**config.mk**
```make
export PLATFORM = sky130hd
export DESIGN_NAME = eth_io_bridge
export DESIGN_NICKNAME = d
export VERILOG_FILES = /design/src/rtl/eth_io_bridge.sv
export SDC_FILE = /design/constraint.sdc
export NUM_CORES = 1
export LEC_CHECK = 0
export CORE_UTILIZATION = 38
export CTS_CLUSTER_DIAMETER = 60
export DETAILED_ROUTE_END_ITERATION = 12
export PLACE_DENSITY_LB_ADDON = 0.08
export SLEW_MARGIN = 25
export SYNTH_ARGS = -nofsm -noshare
export SYNTH_HDL_FRONTEND = slang
export SYNTH_SLANG_ARGS = --single-unit
```
**constraint.sdc**
```tcl
create_clock -name clk -period 9.6 [get_ports clk]
set_input_delay 0.96 -clock clk [delete_from_list [all_inputs] [get_ports clk]]
set_output_delay 0.96 -clock clk [all_outputs]
set_load 0.01 [all_outputs]
```
**src/rtl/eth_io_bridge.sv**
```systemverilog
// eth_io_bridge: bridges a byte-serial io-controller command channel to the
// NE2000 status word, tx buffer (read), rx buffer (write) and MAC register.
// A shared byte engine paces rx/mac bytes into fixed-width strobe pulses with a
// single-entry holding register; a separate pulse generator fetches tx bytes.
module eth_io_bridge #(
  parameter logic [7:0] CMD_STATUS = 8'h30,
  parameter logic [7:0] CMD_MAC    = 8'h31,
  parameter logic [7:0] CMD_TX     = 8'h32,
  parameter logic [7:0] CMD_RX     = 8'h33,
  parameter int         STROBE_W   = 2
) (
  input  logic        clk,
  input  logic        reset,
  input  logic        io_enable,
  input  logic        io_cmd_start,
  input  logic [7:0]  io_cmd,
  input  logic        io_strobe,
  input  logic [7:0]  io_din,
  output logic [7:0]  io_dout,
  input  logic [31:0] status,
  output logic        tx_begin,
  output logic        tx_strobe,
  input  logic [7:0]  tx_byte,
  output logic        rx_begin,
  output logic        rx_strobe,
  output logic [7:0]  rx_byte,
  output logic        mac_begin,
  output logic        mac_strobe,
  output logic [7:0]  mac_byte,
  output logic        overrun
);

  // One counter width covers both 0..STROBE_W-1 (pulse high time) and
  // 0..STROBE_W (mac_begin window).
  localparam int            CW        = $clog2(STROBE_W + 1);
  localparam logic [CW-1:0] HIGH_LAST = CW'(STROBE_W - 1);
  localparam logic [CW-1:0] BEGIN_LEN = CW'(STROBE_W);
  localparam logic [10:0]   RX_LIMIT  = 11'd1536;
  localparam logic [10:0]   MAC_LIMIT = 11'd6;

  typedef enum logic [2:0] {
    ST_IDLE,
    ST_STATUS,
    ST_MAC,
    ST_TX,
    ST_RX
  } state_t;

  // PH_SETUP drives the byte one cycle ahead of the strobe; PH_LOW guarantees
  // the strobe is low for at least one cycle while the byte is still held.
  typedef enum logic [1:0] {
    PH_IDLE,
    PH_SETUP,
    PH_HIGH,
    PH_LOW
  } phase_t;

  state_t        state_reg, state_next;

  logic [31:0]   stat_reg;
  logic [2:0]    stat_idx_reg;
  logic [7:0]    stat_byte [4];

  logic [CW-1:0] mac_begin_cnt_reg;

  phase_t        bphase_reg;
  logic [CW-1:0] bhigh_cnt_reg;
  logic [7:0]    byte_reg;
  logic          hold_valid_reg;
  logic [7:0]    hold_data_reg;
  logic          tgt_mac_reg;
  logic [10:0]   byte_cnt_reg;
  logic          overrun_reg;

  phase_t        tx_phase_reg;
  logic [CW-1:0] tx_cnt_reg;
  logic [3:0]    tx_pend_reg;

  logic          cmd_accept;
  logic          io_beat;
  logic          in_byte_state;
  logic [10:0]   byte_limit;
  logic          byte_req;
  logic          eng_ready;
  logic          hold_consume;
  logic          take_direct;
  logic          take_hold;
  logic          byte_drop;
  logic          tx_launch;

  // Status word bytes, most significant byte first.
  genvar gi;
  generate
    for (gi = 0; gi < 4; gi++) begin : g_stat
      assign stat_byte[gi] = stat_reg[8*(3-gi) +: 8];
    end
  endgenerate

  // Shared qualifiers for command acceptance and payload byte handling.
  always_comb begin
    cmd_accept    = (state_reg == ST_IDLE) && io_cmd_start;
    io_beat       = io_strobe && io_enable;
    in_byte_state = (state_reg == ST_RX) || (state_reg == ST_MAC);
    byte_limit    = (state_reg == ST_MAC) ? MAC_LIMIT : RX_LIMIT;
    byte_req      = io_beat && in_byte_state && (byte_cnt_reg < byte_limit);
    eng_ready     = (bphase_reg == PH_IDLE) || ((bphase_reg == PH_LOW) && !hold_valid_reg);
    hold_consume  = (bphase_reg == PH_LOW) && hold_valid_reg;
    take_direct   = byte_req && eng_ready;
    take_hold     = byte_req && !eng_ready && (!hold_valid_reg || hold_consume);
    byte_drop     = byte_req && !eng_ready && hold_valid_reg && !hold_consume;
    tx_launch     = (tx_phase_reg == PH_IDLE) && (tx_pend_reg != 4'd0) && (state_reg == ST_TX);
  end

  // FSM state register.
  always_ff @(posedge clk or negedge reset) begin
    if (!reset) state_reg <= ST_IDLE;
    else        state_reg <= state_next;
  end

  // FSM next state: RX lingers until the byte engine has finished its pulse.
  always_comb begin
    state_next = state_reg;
    case (state_reg)
      ST_IDLE: begin
        if (io_cmd_start) begin
          if (io_cmd == CMD_STATUS)   state_next = ST_STATUS;
          else if (io_cmd == CMD_MAC) state_next = ST_MAC;
          else if (io_cmd == CMD_TX)  state_next = ST_TX;
          else if (io_cmd == CMD_RX)  state_next = ST_RX;
          else                        state_next = ST_IDLE;
        end
      end
      ST_RX: begin
        if (!io_enable && eng_ready) state_next = ST_IDLE;
      end
      default: begin
        if (!io_enable) state_next = ST_IDLE;
      end
    endcase
  end

  // FSM outputs.
  always_comb begin
    io_dout = 8'h00;
    case (state_reg)
      ST_STATUS: if (stat_idx_reg < 3'd4) io_dout = stat_byte[stat_idx_reg[1:0]];
      ST_TX:     io_dout = tx_byte;
      default:   io_dout = 8'h00;
    endcase
    tx_begin   = (state_reg == ST_TX);
    rx_begin   = (state_reg == ST_RX);
    mac_begin  = (mac_begin_cnt_reg != '0);
    tx_strobe  = (tx_phase_reg == PH_HIGH);
    rx_strobe  = (bphase_reg == PH_HIGH) && !tgt_mac_reg;
    mac_strobe = (bphase_reg == PH_HIGH) && tgt_mac_reg;
    rx_byte    = tgt_mac_reg ? 8'h00 : byte_reg;
    mac_byte   = tgt_mac_reg ? byte_reg : 8'h00;
  end

  assign overrun = overrun_reg;

  // Status snapshot and read index; index saturates past the last byte.
  always_ff @(posedge clk or negedge reset) begin
    if (!reset) begin
      stat_reg     <= '0;
      stat_idx_reg <= '0;
    end else if (cmd_accept && (io_cmd == CMD_STATUS)) begin
      stat_reg     <= status;
      stat_idx_reg <= '0;
    end else if ((state_reg == ST_STATUS) && io_beat && (stat_idx_reg != 3'd4)) begin
      stat_idx_reg <= stat_idx_reg + 3'd1;
    end
  end

  // mac_begin window timer, started by an accepted MAC command.
  always_ff @(posedge clk or negedge reset) begin
    if (!reset) begin
      mac_begin_cnt_reg <= '0;
    end else if (cmd_accept && (io_cmd == CMD_MAC)) begin
      mac_begin_cnt_reg <= BEGIN_LEN;
    end else if (mac_begin_cnt_reg != '0) begin
      mac_begin_cnt_reg <= mac_begin_cnt_reg - 1'b1;
    end
  end

  // Per-command bookkeeping: target select, byte limit counter, overrun flag.
  always_ff @(posedge clk or negedge reset) begin
    if (!reset) begin
      tgt_mac_reg  <= 1'b0;
      byte_cnt_reg <= '0;
      overrun_reg  <= 1'b0;
    end else if (cmd_accept && ((io_cmd == CMD_MAC) || (io_cmd == CMD_RX))) begin
      tgt_mac_reg  <= (io_cmd == CMD_MAC);
      byte_cnt_reg <= '0;
      overrun_reg  <= 1'b0;
    end else begin
      if (take_direct || take_hold) byte_cnt_reg <= byte_cnt_reg + 11'd1;
      if (byte_drop)                overrun_reg  <= 1'b1;
    end
  end

  // Single-entry holding register; refilled in the same cycle it drains.
  always_ff @(posedge clk or negedge reset) begin
    if (!reset) begin
      hold_valid_reg <= 1'b0;
      hold_data_reg  <= '0;
    end else if (take_hold) begin
      hold_valid_reg <= 1'b1;
      hold_data_reg  <= io_din;
    end else if (hold_consume) begin
      hold_valid_reg <= 1'b0;
    end
  end

  // rx/mac byte engine: setup cycle, STROBE_W high cycles, one low cycle.
  always_ff @(posedge clk or negedge reset) begin
    if (!reset) begin
      bphase_reg    <= PH_IDLE;
      bhigh_cnt_reg <= '0;
      byte_reg      <= '0;
    end else begin
      case (bphase_reg)
        PH_IDLE: begin
          if (take_direct) begin
            byte_reg   <= io_din;
            bphase_reg <= PH_SETUP;
          end
        end
        PH_SETUP: begin
          bphase_reg    <= PH_HIGH;
          bhigh_cnt_reg <= '0;
        end
        PH_HIGH: begin
          if (bhigh_cnt_reg == HIGH_LAST) bphase_reg <= PH_LOW;
          else                            bhigh_cnt_reg <= bhigh_cnt_reg + 1'b1;
        end
        default: begin
          if (hold_valid_reg) begin
            byte_reg   <= hold_data_reg;
            bphase_reg <= PH_SETUP;
          end else if (take_direct) begin
            byte_reg   <= io_din;
            bphase_reg <= PH_SETUP;
          end else begin
            bphase_reg <= PH_IDLE;
          end
        end
      endcase
    end
  end

  // Outstanding tx fetch requests: one prefetch plus one per io_strobe.
  always_ff @(posedge clk or negedge reset) begin
    if (!reset) begin
      tx_pend_reg <= '0;
    end else if (cmd_accept && (io_cmd == CMD_TX)) begin
      tx_pend_reg <= 4'd1;
    end else if (state_reg != ST_TX) begin
      tx_pend_reg <= '0;
    end else if (io_beat && !tx_launch) begin
      if (tx_pend_reg != 4'hF) tx_pend_reg <= tx_pend_reg + 4'd1;
    end else if (tx_launch && !io_beat) begin
      tx_pend_reg <= tx_pend_reg - 4'd1;
    end
  end

  // tx_strobe pulse generator: STROBE_W high cycles then one low cycle.
  always_ff @(posedge clk or negedge reset) begin
    if (!reset) begin
      tx_phase_reg <= PH_IDLE;
      tx_cnt_reg   <= '0;
    end else begin
      case (tx_phase_reg)
        PH_IDLE: begin
          if (tx_launch) begin
            tx_phase_reg <= PH_HIGH;
            tx_cnt_reg   <= '0;
          end
        end
        PH_HIGH: begin
          if (tx_cnt_reg == HIGH_LAST) tx_phase_reg <= PH_LOW;
          else                         tx_cnt_reg   <= tx_cnt_reg + 1'b1;
        end
        default: tx_phase_reg <= PH_IDLE;
      endcase
    end
  end

endmodule

```
## Word level (Yosys, flattened, before mapping)

Cells that the tools add are included.

| word-level totals | value |
|---|---|
| register bits | 82 |
| bits in latches | 0 |
| RAM bits | 0 |
| bits in read-only memories | 0 |
| input bits | 61 |
| output and inout port bits | 31 |
| word-level logic and storage cells | 156 |
| memories | 0 |

| cells by class | value |
|---|---|
| add/sub/neg operators | 7 |
| multipliers | 0 |
| div/mod/pow operators | 0 |
| $lt $le $gt $ge | 3 |
| equal/unequal tests | 27 |
| shifts and indexed selects | 0 |
| muxes and demuxes | 47 |
| bitwise gates (word level) | 1 |
| reduce and logical (&&, ||, !) cells | 56 |

Operators with widths:

| cell | number |
|---|---|
| two-way mux 8 bit | 7 |
| two-way mux 11 bit | 3 |
| equality test 8 x 6 -> 1 bit (second input constant) | 4 |
| case mux 8 bit (2 select lines) | 2 |
| two-way mux 3 bit | 9 |
| logical AND 1 bit | 24 |
| two-way mux 4 bit | 5 |
| two-way mux 2 bit | 9 |
| binary-select mux 8 bit (select 2 bit) | 1 |
| nonzero test 2 bit | 8 |
| case mux 2 bit (2 select lines) | 3 |
| adder 11 x 1 -> 11 bit (second input constant) | 1 |
| less-than comparator 11 bit | 1 |
| inequality test 2 bit (second input constant) | 5 |
| AND reduction 2 bit | 4 |
| nonzero test 4 bit | 2 |
| zero test 1 bit | 7 |
| equality test 2 x 1 -> 1 bit (second input constant) | 3 |
| equality test 2 bit (second input constant) | 3 |
| equality test 3 x 2 -> 1 bit (second input constant) | 2 |
| two-way mux 1 bit | 6 |
| inequality test 2 x 1 -> 1 bit (second input constant) | 3 |
| case mux 2 bit (3 select lines) | 1 |
| case mux 3 bit (2 select lines) | 1 |
| other kinds (20) | 27 |

## Depth between registers and ports, before layout

Gate-level depths: netlist of run 1.

| logic depth | value |
|---|---|
| depth in word-level cells | 9 |
| depth in mapped cells | 12 |
| gate-level depth less buffers | 11 |

## Worst setup path after synthesis of run 1

Ideal clock, no wire load.

| path | value |
|---|---|
| path type | reg2reg |
| from | register state_reg[2] |
| to | register byte_reg[0] |
| setup time | 125 ps |
| data arrival time | 2924 ps |
| data required time | 9475 ps |
| setup slack | 6551 ps |
| stages on the path, launching flop included | 10 |
| path buffers | 2 |
| period minus slack after synthesis | 3049 ps |
| cell sequence | dfrtp_1 -> or3b_4 -> ha_1 -> a211o_1 -> o2bb2a_4 -> or4_1 -> buf_2 -> or3_1 -> buf_6 -> mux2_4 |

| on the way | value |
|---|---|
| word-level cells in the longest chain between the ends | 8 |
| elaborated cells between the ends (all ways) | 11 |
| those cells by class | order compare (1); eq/ne (2); mux (4); reduce/logical (4) |

Ends and longest elaborated chain:

| element | line | source |
|---|---|---|
| start, declared | 58 | `state_t state_reg, state_next;` |
| start signal, assigned | 117 | `else state_reg <= state_next;` |
| equality test 3 x 2 -> 1 bit / equality test 3 bit (equally long branches) | 103, 104 |  |
| two-way mux 11 bit / logical OR 1 bit (equally long branches) | 104, 103 |  |
| less-than comparator 11 bit / logical AND 1 bit (equally long branches) | 105 | `byte_req = io_beat && in_byte_state && (byte_cnt_reg < byte_limit);` |
| logical AND 1 bit (*) | 105 |  |
| logical AND 1 bit (*) | 108 | `take_direct = byte_req && eng_ready;` |
| two-way mux 8 bit (*) | n/a |  |
| two-way mux 8 bit | n/a |  |
| case mux 8 bit (2 select lines) (*) | n/a |  |
| end signal, assigned | 225 | `byte_reg <= io_din;` |
| end signal, assigned | 239 | `byte_reg <= hold_data_reg;` |
| end signal, assigned | 242 | `byte_reg <= io_din;` |
| end, declared | 68 | `logic [7:0] byte_reg;` |

Every way passes the cells marked *; elsewhere a longest branch is shown, timed or not.
A chain may end at the register's enable or synchronous reset.

## Worst setup path in the final report of run 1

| path | value |
|---|---|
| from | register state_reg[2] |
| to | register byte_reg[4] |

The elaborated chain is that of the path after synthesis.

==> results of run 1 <==
==> path summary, 6_finish.rpt <==
check | start | end | cells past startpoint
setup / recovery | state_reg[2]$_DFFE_PN0P_ | byte_reg[4]$_DFFE_PN0N_ | 7
hold / removal | reset | tx_pend_reg[1]$_DFFE_PN0P_ | 1
setup reg to reg | state_reg[2]$_DFFE_PN0P_ | byte_reg[4]$_DFFE_PN0N_ | 7
hold reg to reg | mac_begin_cnt_reg[1]$_DFFE_PN0P_ | mac_begin_cnt_reg[1]$_DFFE_PN0P_ | 2
max in group asynchronous | reset | tx_pend_reg[3]$_DFFE_PN0P_ | 2
min in group clk | mac_begin_cnt_reg[1]$_DFFE_PN0P_ | mac_begin_cnt_reg[1]$_DFFE_PN0P_ | 2
==> routing by layer <==
metal  wire (um)  global-route usage  share of wire
met5           0                   0              0
met4          76             0.04599         0.0084
met3         411             0.04280          0.045
met2        4439              0.2771           0.49
met1        4114              0.2095           0.45
==> layout make-up <==
type	instances	area share
clock inverter	4	0.009261
clock buffer	12	0.02620
tap	140	0.03162
timing repair buffer	96	0.1714
multi-input combinational	246	0.3768
sequential	82	0.3705
inverter	21	0.01423
==> metrics by stage <==
stage | utilization | setup WS (ns) | instance area [um2] | total power, uW
2_1_floorplan | - | 6.551 | 4283 | 552.1
3_3_place_gp | 0.4903 | 6.005 | 5339 | 637.2
3_5_place_dp | 0.4907 | 5.928 | 5343 | 643.3
4_1_cts | 0.5087 | 6.056 | 5539 | 897.7
5_1_grt | 0.5087 | 5.939 | 5539 | 938.2
6_report | 0.5087 | 6.081 | 5539 | 882.1
==> cells in the final DEF, fill, tap and decap left out, drive strengths merged, types with 8 or more instances in the layout <==
master	Yosys	layout
clkdlybuf4s50	0	90
dfrtp	82	82
mux2	57	57
inv	20	20
nand2	20	20
nor2	16	16
ha	14	14
a21oi	13	13
and2	12	12
clkbuf	10	12
a22o	10	10
nor2b	10	10
or4	9	9
nand3	9	9
o21ai	9	9
mux4	8	8
==> critical path, stage by stage (launching register included) <==
cell and delay [ns]:
dfrtp_1 0.44, or3b_4 0.44, ha_1 0.30, a211o_1 0.31, o2bb2a_4 0.20, or4_1 0.65, or3_1 0.68, mux2_4 0.38
==> Yosys cell counts, types with 2 or more instances <==
master	number	area [um2]
a31oi_1	2	12.51
and3_1	2	12.51
o31ai_1	6	45.04
mux2_2	49	551.8
nor2_1	16	60.06
nand2b_1	6	37.54
buf_6	2	22.52
mux4_2	8	180.2
inv_1	20	75.07
nor2b_1	10	62.56
nand2_1	20	75.07
xnor2_1	6	52.55
nor3_1	5	25.02
a21o_1	4	30.03
buf_2	2	10.01
o21ai_0	9	45.04
dfrtp_1	82	2052
or4_1	9	67.56
clkbuf_1	10	37.54
a22o_1	10	87.58
or2_2	2	12.51
ha_1	14	175.2
mux2_4	8	120.1
mux2i_1	4	40.04
nor4_1	4	25.02
and2_1	12	75.07
or3_1	2	12.51
a21oi_1	13	65.06
nand3_1	9	45.04
==> report_power, final <==
group          internal [uW]  switching, uW  leakage, uW
registers                382           32.0      0.00111
clock network            128            123    0.0000966
logic                    129           88.7      0.00132
total                    638            244      0.00253
==> cell families (layout without fill, tap and decap cells) <==
logic type	after synthesis	after routing
muxes	69	69
buffers and inverters	35	133
xor gates and xnor gates	7	7
AOI/OAI and AO/OA	53	53
DFF	82	82
adders and majority gates	15	15
and+or+nand+nor	102	102
==> flow_summary.yaml, run 1 <==
run_status:
  status: "finished, final reports clean"
sta:
  fin_setup_tns_ns: 0
  worst_pin_slew_ns: 0.7598
  fmax_ghz: 0.2842
  maxSlewHeadroom: 0.4935
  drv_slew: 0
  finalHoldViolCount: 0
  fin_skew_ns: 0.008640
  finalSetupViolCount: 0
  whs_ns: 0.3807
  rsz0062_at_grt: "no"
  fin_crit_sh: 0.3665
  period_needed_ns: 3.519
finish:
  layout.nets: 532
  diodes: 0
  stdcell_count: 601
  layout-drive-gt1-share: 0.1996
  multiInputGateArea_mm2: 0.002087
  largest_register_ffs: 32
  synthToLayoutAreaGrowth_pct: 29.33
  seqCellArea_mm2: 0.002052
  n_fill_cell: 1000
critical_path:
  r2r_slack_ns: 6.08
  worstPathMaxFanout: 16
  cp-end-kind: "flop"
  worst-setup-path-type: "reg -> reg"
  arrival_ns: 3.75
  required_ns: 9.84
  start_kind: "flop"
global_routing:
  grt_pass1_vias: 3070
  gr-total-overflow: 0
  grt_max_degree: 82
  grt_antenna_before_repair: 0
  grt_pass1_wl_um: 15050
  grtUsageTotal: 0.1651
placed_design:
  hpwl_um: 6603
  dp.cells: 585
  gp_congestion: 0.7390
  numPortBuffers: 91
logic_synthesis:
  synth_ff_type: "dfrtp_1"
  ys_ff_latch: 82
  synth-compound-area-share: 0.08823
  yosysWarnings: 0
  synth_top_family_by_area: "multiplexers"
  ys_seq_area_frac: 0.4791
  syn_inst: 363
  synth_cell_types: 46
  synth_edf_count: 0
  muxShareOfSynthArea: 0.2083
  synthSimpleGateAreaFrac: 0.1297
  synth_nets: 439
  synthAdderAreaFrac: 0.04557
  synth-xor-area-share: 0.01431
  async_flop_share: 1.000
  syn-cell-area_mm2: 0.004283
  syn_area_per_cell_um2: 11.80
clock_network:
  cts_setup_buffers: 0
  numCtsBuffers: 9
  hold_buffers: 0
  clock-sinks: 82
  path_clk_slew_ns: 0.08
  root_buffer: "clkbuf_8"
  cts_resized: 0
  clkLatencyLatePin_ns: 0.35
  cts_tree: "built"
  h-tree-depth: 3
  clockBufferDepth: 2
drt:
  first_pass_iters: 4
  via_count: 3063
  drt_first_iter_violations: 135
  drc_errors: 0
  wl_per_cell_um: 15.04
  final_antenna_net_count: 0
  wl_um: 9042
  vias_per_cell: 5.097
die:
  core_area_mm2: 0.01089
  io_pins: 92
  std_cell_rows: 38
  die_h_um: 108.2
  fp.dieW_um: 108.2
  initial_core_util: 0.3934
  fp.dieArea_mm2: 0.01170
power_and_ir_drop:
  peakVddDrop_uv: 77.04
  power_density_mw_per_mm2: 159.2
  p_leak_uw: 0.002532
flow_run:
  max_cap_viol_count: 0
min_path:
  hp-class: "in -> async"
Note: power is estimated with default switching activity, not from simulation.
==> run 2: changes to the inputs <==
==> constraint.sdc (replaced) <==
create_clock -name clk -period 3.05 [get_ports clk]
set_input_delay 0.305 -clock clk [delete_from_list [all_inputs] [get_ports clk]]
set_output_delay 0.305 -clock clk [all_outputs]
set_load 0.01 [all_outputs]
==> flow_summary.yaml, run 2 (synthesized netlist as in run 1, its figures left out) <==
clock_network:
  clkLatencyLatePin_ns: 0.36
  numCtsBuffers: 9
  clockBufferDepth: 2
  cts_tree: "built"
  path_clk_slew_ns: 0.08
  cts_setup_buffers: 0
  clock-sinks: 82
  h-tree-depth: 3
  root_buffer: "clkbuf_8"
power_and_ir_drop:
  power.internal_uw: 2163
  p_switching_uw: 805.5
  power_frac_seq: 0.439
  peakVddDrop_uv: 226.3
  power_density_mw_per_mm2: 518.6
  switching_share: 0.2714
  p_leak_uw: 0.002621
  pwr-share-comb: 0.234
  clkPwrFrac: 0.327
critical_path:
  r2r_slack_ns: 0.07
  worst-setup-path-type: "reg -> reg"
  reg2regPathDepth: 8
  start_kind: "flop"
  r2r_start: "state_reg[2]$_DFFE_PN0P_"
  arrival_ns: 3.22
  cp-end-kind: "flop"
  required_ns: 3.29
  r2r_end: "byte_reg[0]$_DFFE_PN0N_"
  worstPathMaxFanout: 8
die:
  die_h_um: 108.2
  io_pins: 92
  fp.dieArea_mm2: 0.01170
  initial_core_util: 0.3934
  core_area_mm2: 0.01089
  std_cell_rows: 38
  fp.dieW_um: 108.2
sta:
  fin_skew_ns: 0.01523
  finalSetupViolCount: 0
  worst_pin_slew_ns: 0.6553
  fmax_ghz: 0.3355
  whs_ns: 0.4770
  drv_slew: 0
  rsz0062_at_grt: "no"
  fin_setup_tns_ns: 0
  setup_slack_ns: 0.06940
  period_needed_ns: 2.981
  finalHoldViolCount: 0
  fin_crit_sh: 0.9772
  maxSlewHeadroom: 0.5615
drt:
  final_antenna_net_count: 0
  drt_first_iter_violations: 75
  wl_um: 9384
  drc_errors: 0
  vias_per_cell: 5.086
  wl_per_cell_um: 15.31
  via_count: 3118
  first_pass_iters: 4
global_routing:
  grtUsageTotal: 0.1755
  grt_pass1_vias: 3156
  grt_antenna_before_repair: 0
  gr-total-overflow: 0
  grt_pass1_wl_um: 15660
  grt_max_degree: 46
finish:
  largest_register_ffs: 32
  mostFrequentLayoutCells: "90 x clkdlybuf4s50_1, 82 x dfrtp_1, 49 x mux2_2"
  layout.nets: 544
  final_common_cell: "clkdlybuf4s50_1"
  diodes: 0
  n_fill_cell: 982
  synthToLayoutAreaGrowth_pct: 33.63
  layout-drive-gt1-share: 0.2347
placed_design:
  gp_congestion: 0.8251
  hpwl_um: 6865
  numPortBuffers: 91
  pre_cts_ws_ns: 0.01944
flow_run:
  max_cap_viol_count: 0
run_status:
  status: "finished, final reports clean"
min_path:
  hp-class: "in -> async"
## run 2: changes by cell type in the layout (fill, tap and decap cells not counted), sizes merged
| cell | previous run | this run |
|---|---|---|
| bufinv | 1 | 3 |
| clkbuf | 12 | 9 |
| inv | 20 | 22 |
| clkinv | 3 | 2 |
| buf | 6 | 17 |
| dlygate4sd3 | 0 | 1 |
## run 2: through the flow
| step | total power, uW | instances | instance area, um2 | util |
|---|---|---|---|---|
| after floorplan | 1738 | 363 | 4283 | - |
| after global placement | 2007 | 596 | 5434 | 0.4991 |
| after detailed placement | 2028 | 596 | 5434 | 0.4991 |
| after CTS | 3024 | 613 | 5692 | 0.5228 |
| after global routing | 3154 | 613 | 5723 | 0.5256 |
| final | 2968 | 613 | 5723 | 0.5256 |
## run 2: power groups by stage
stage	clock network, uW	registers (uW)	logic, uW
floorplan	0	1280	456
global placement	0	1320	683
detailed placement	0	1330	702
CTS	1010	1310	704
global route	1060	1320	771
finish	972	1300	695
## run 2: what timing repair did
item / 4_1_cts / 5_1_grt
hold endpoints to repair: 43 / 0
gates resized for setup: 0 / 8
endpoints found under the setup margin: 0 / 15
hold buffers: 1 / 0
## run 2: layout make-up
class                           count  area [um2]  area share
Clock buffer                        9       123.9     0.02164
Clock inverter                      7       123.9     0.02164
Inverter                           21       78.83     0.01377
Multi-Input combinational cell    246        2111      0.3688
Sequential cell                    82        2052      0.3585
Tap cell                          140       175.2     0.03061
Timing Repair Buffer              108        1059      0.1850
## run 2: critical path, cell delays in order (launching register included)
cell	delay [ns]
dfrtp_1	0.39
or3b_4	0.41
ha_1	0.30
a211o_1	0.31
o2bb2a_4	0.21
or4_4	0.43
or3_1	0.38
buf_6	0.17
mux2_4	0.30
## run 2: how the worst max path moves through the flow
stage                                  start                          end  cells past startpoint
floorplan           state_reg[2]$_DFFE_PN0P_      byte_reg[0]$_DFFE_PN0N_                      9
global placement    state_reg[2]$_DFFE_PN0P_  byte_cnt_reg[7]$_DFFE_PN0P_                      8
detailed placement  state_reg[2]$_DFFE_PN0P_  byte_cnt_reg[7]$_DFFE_PN0P_                      8
CTS                 state_reg[2]$_DFFE_PN0P_  byte_cnt_reg[7]$_DFFE_PN0P_                      8
global route        state_reg[2]$_DFFE_PN0P_   tx_pend_reg[3]$_DFFE_PN0P_                     12
finish              state_reg[2]$_DFFE_PN0P_      byte_reg[0]$_DFFE_PN0N_                      8
## run 2: metal layers
layer	up-vias	track usage	routed length, um
li1	1510	-	-
met1	1526	0.2294	4267
met2	74	0.2757	4521
met3	8	0.05787	510
met4	0	0.05284	84
met5	-	0	0
==> run 3: changes to the inputs <==
--- a/config.mk
+++ b/config.mk
@@ -5,6 +5,7 @@
 export SDC_FILE = /design/constraint.sdc
 export NUM_CORES = 1
 export LEC_CHECK = 0
+export CAP_MARGIN = 5
 export CORE_UTILIZATION = 38
 export CTS_CLUSTER_DIAMETER = 60
 export DETAILED_ROUTE_END_ITERATION = 12
==> results of run 3 <==
Same layout as run 2: the final DEF is identical, and so are final timing and power.
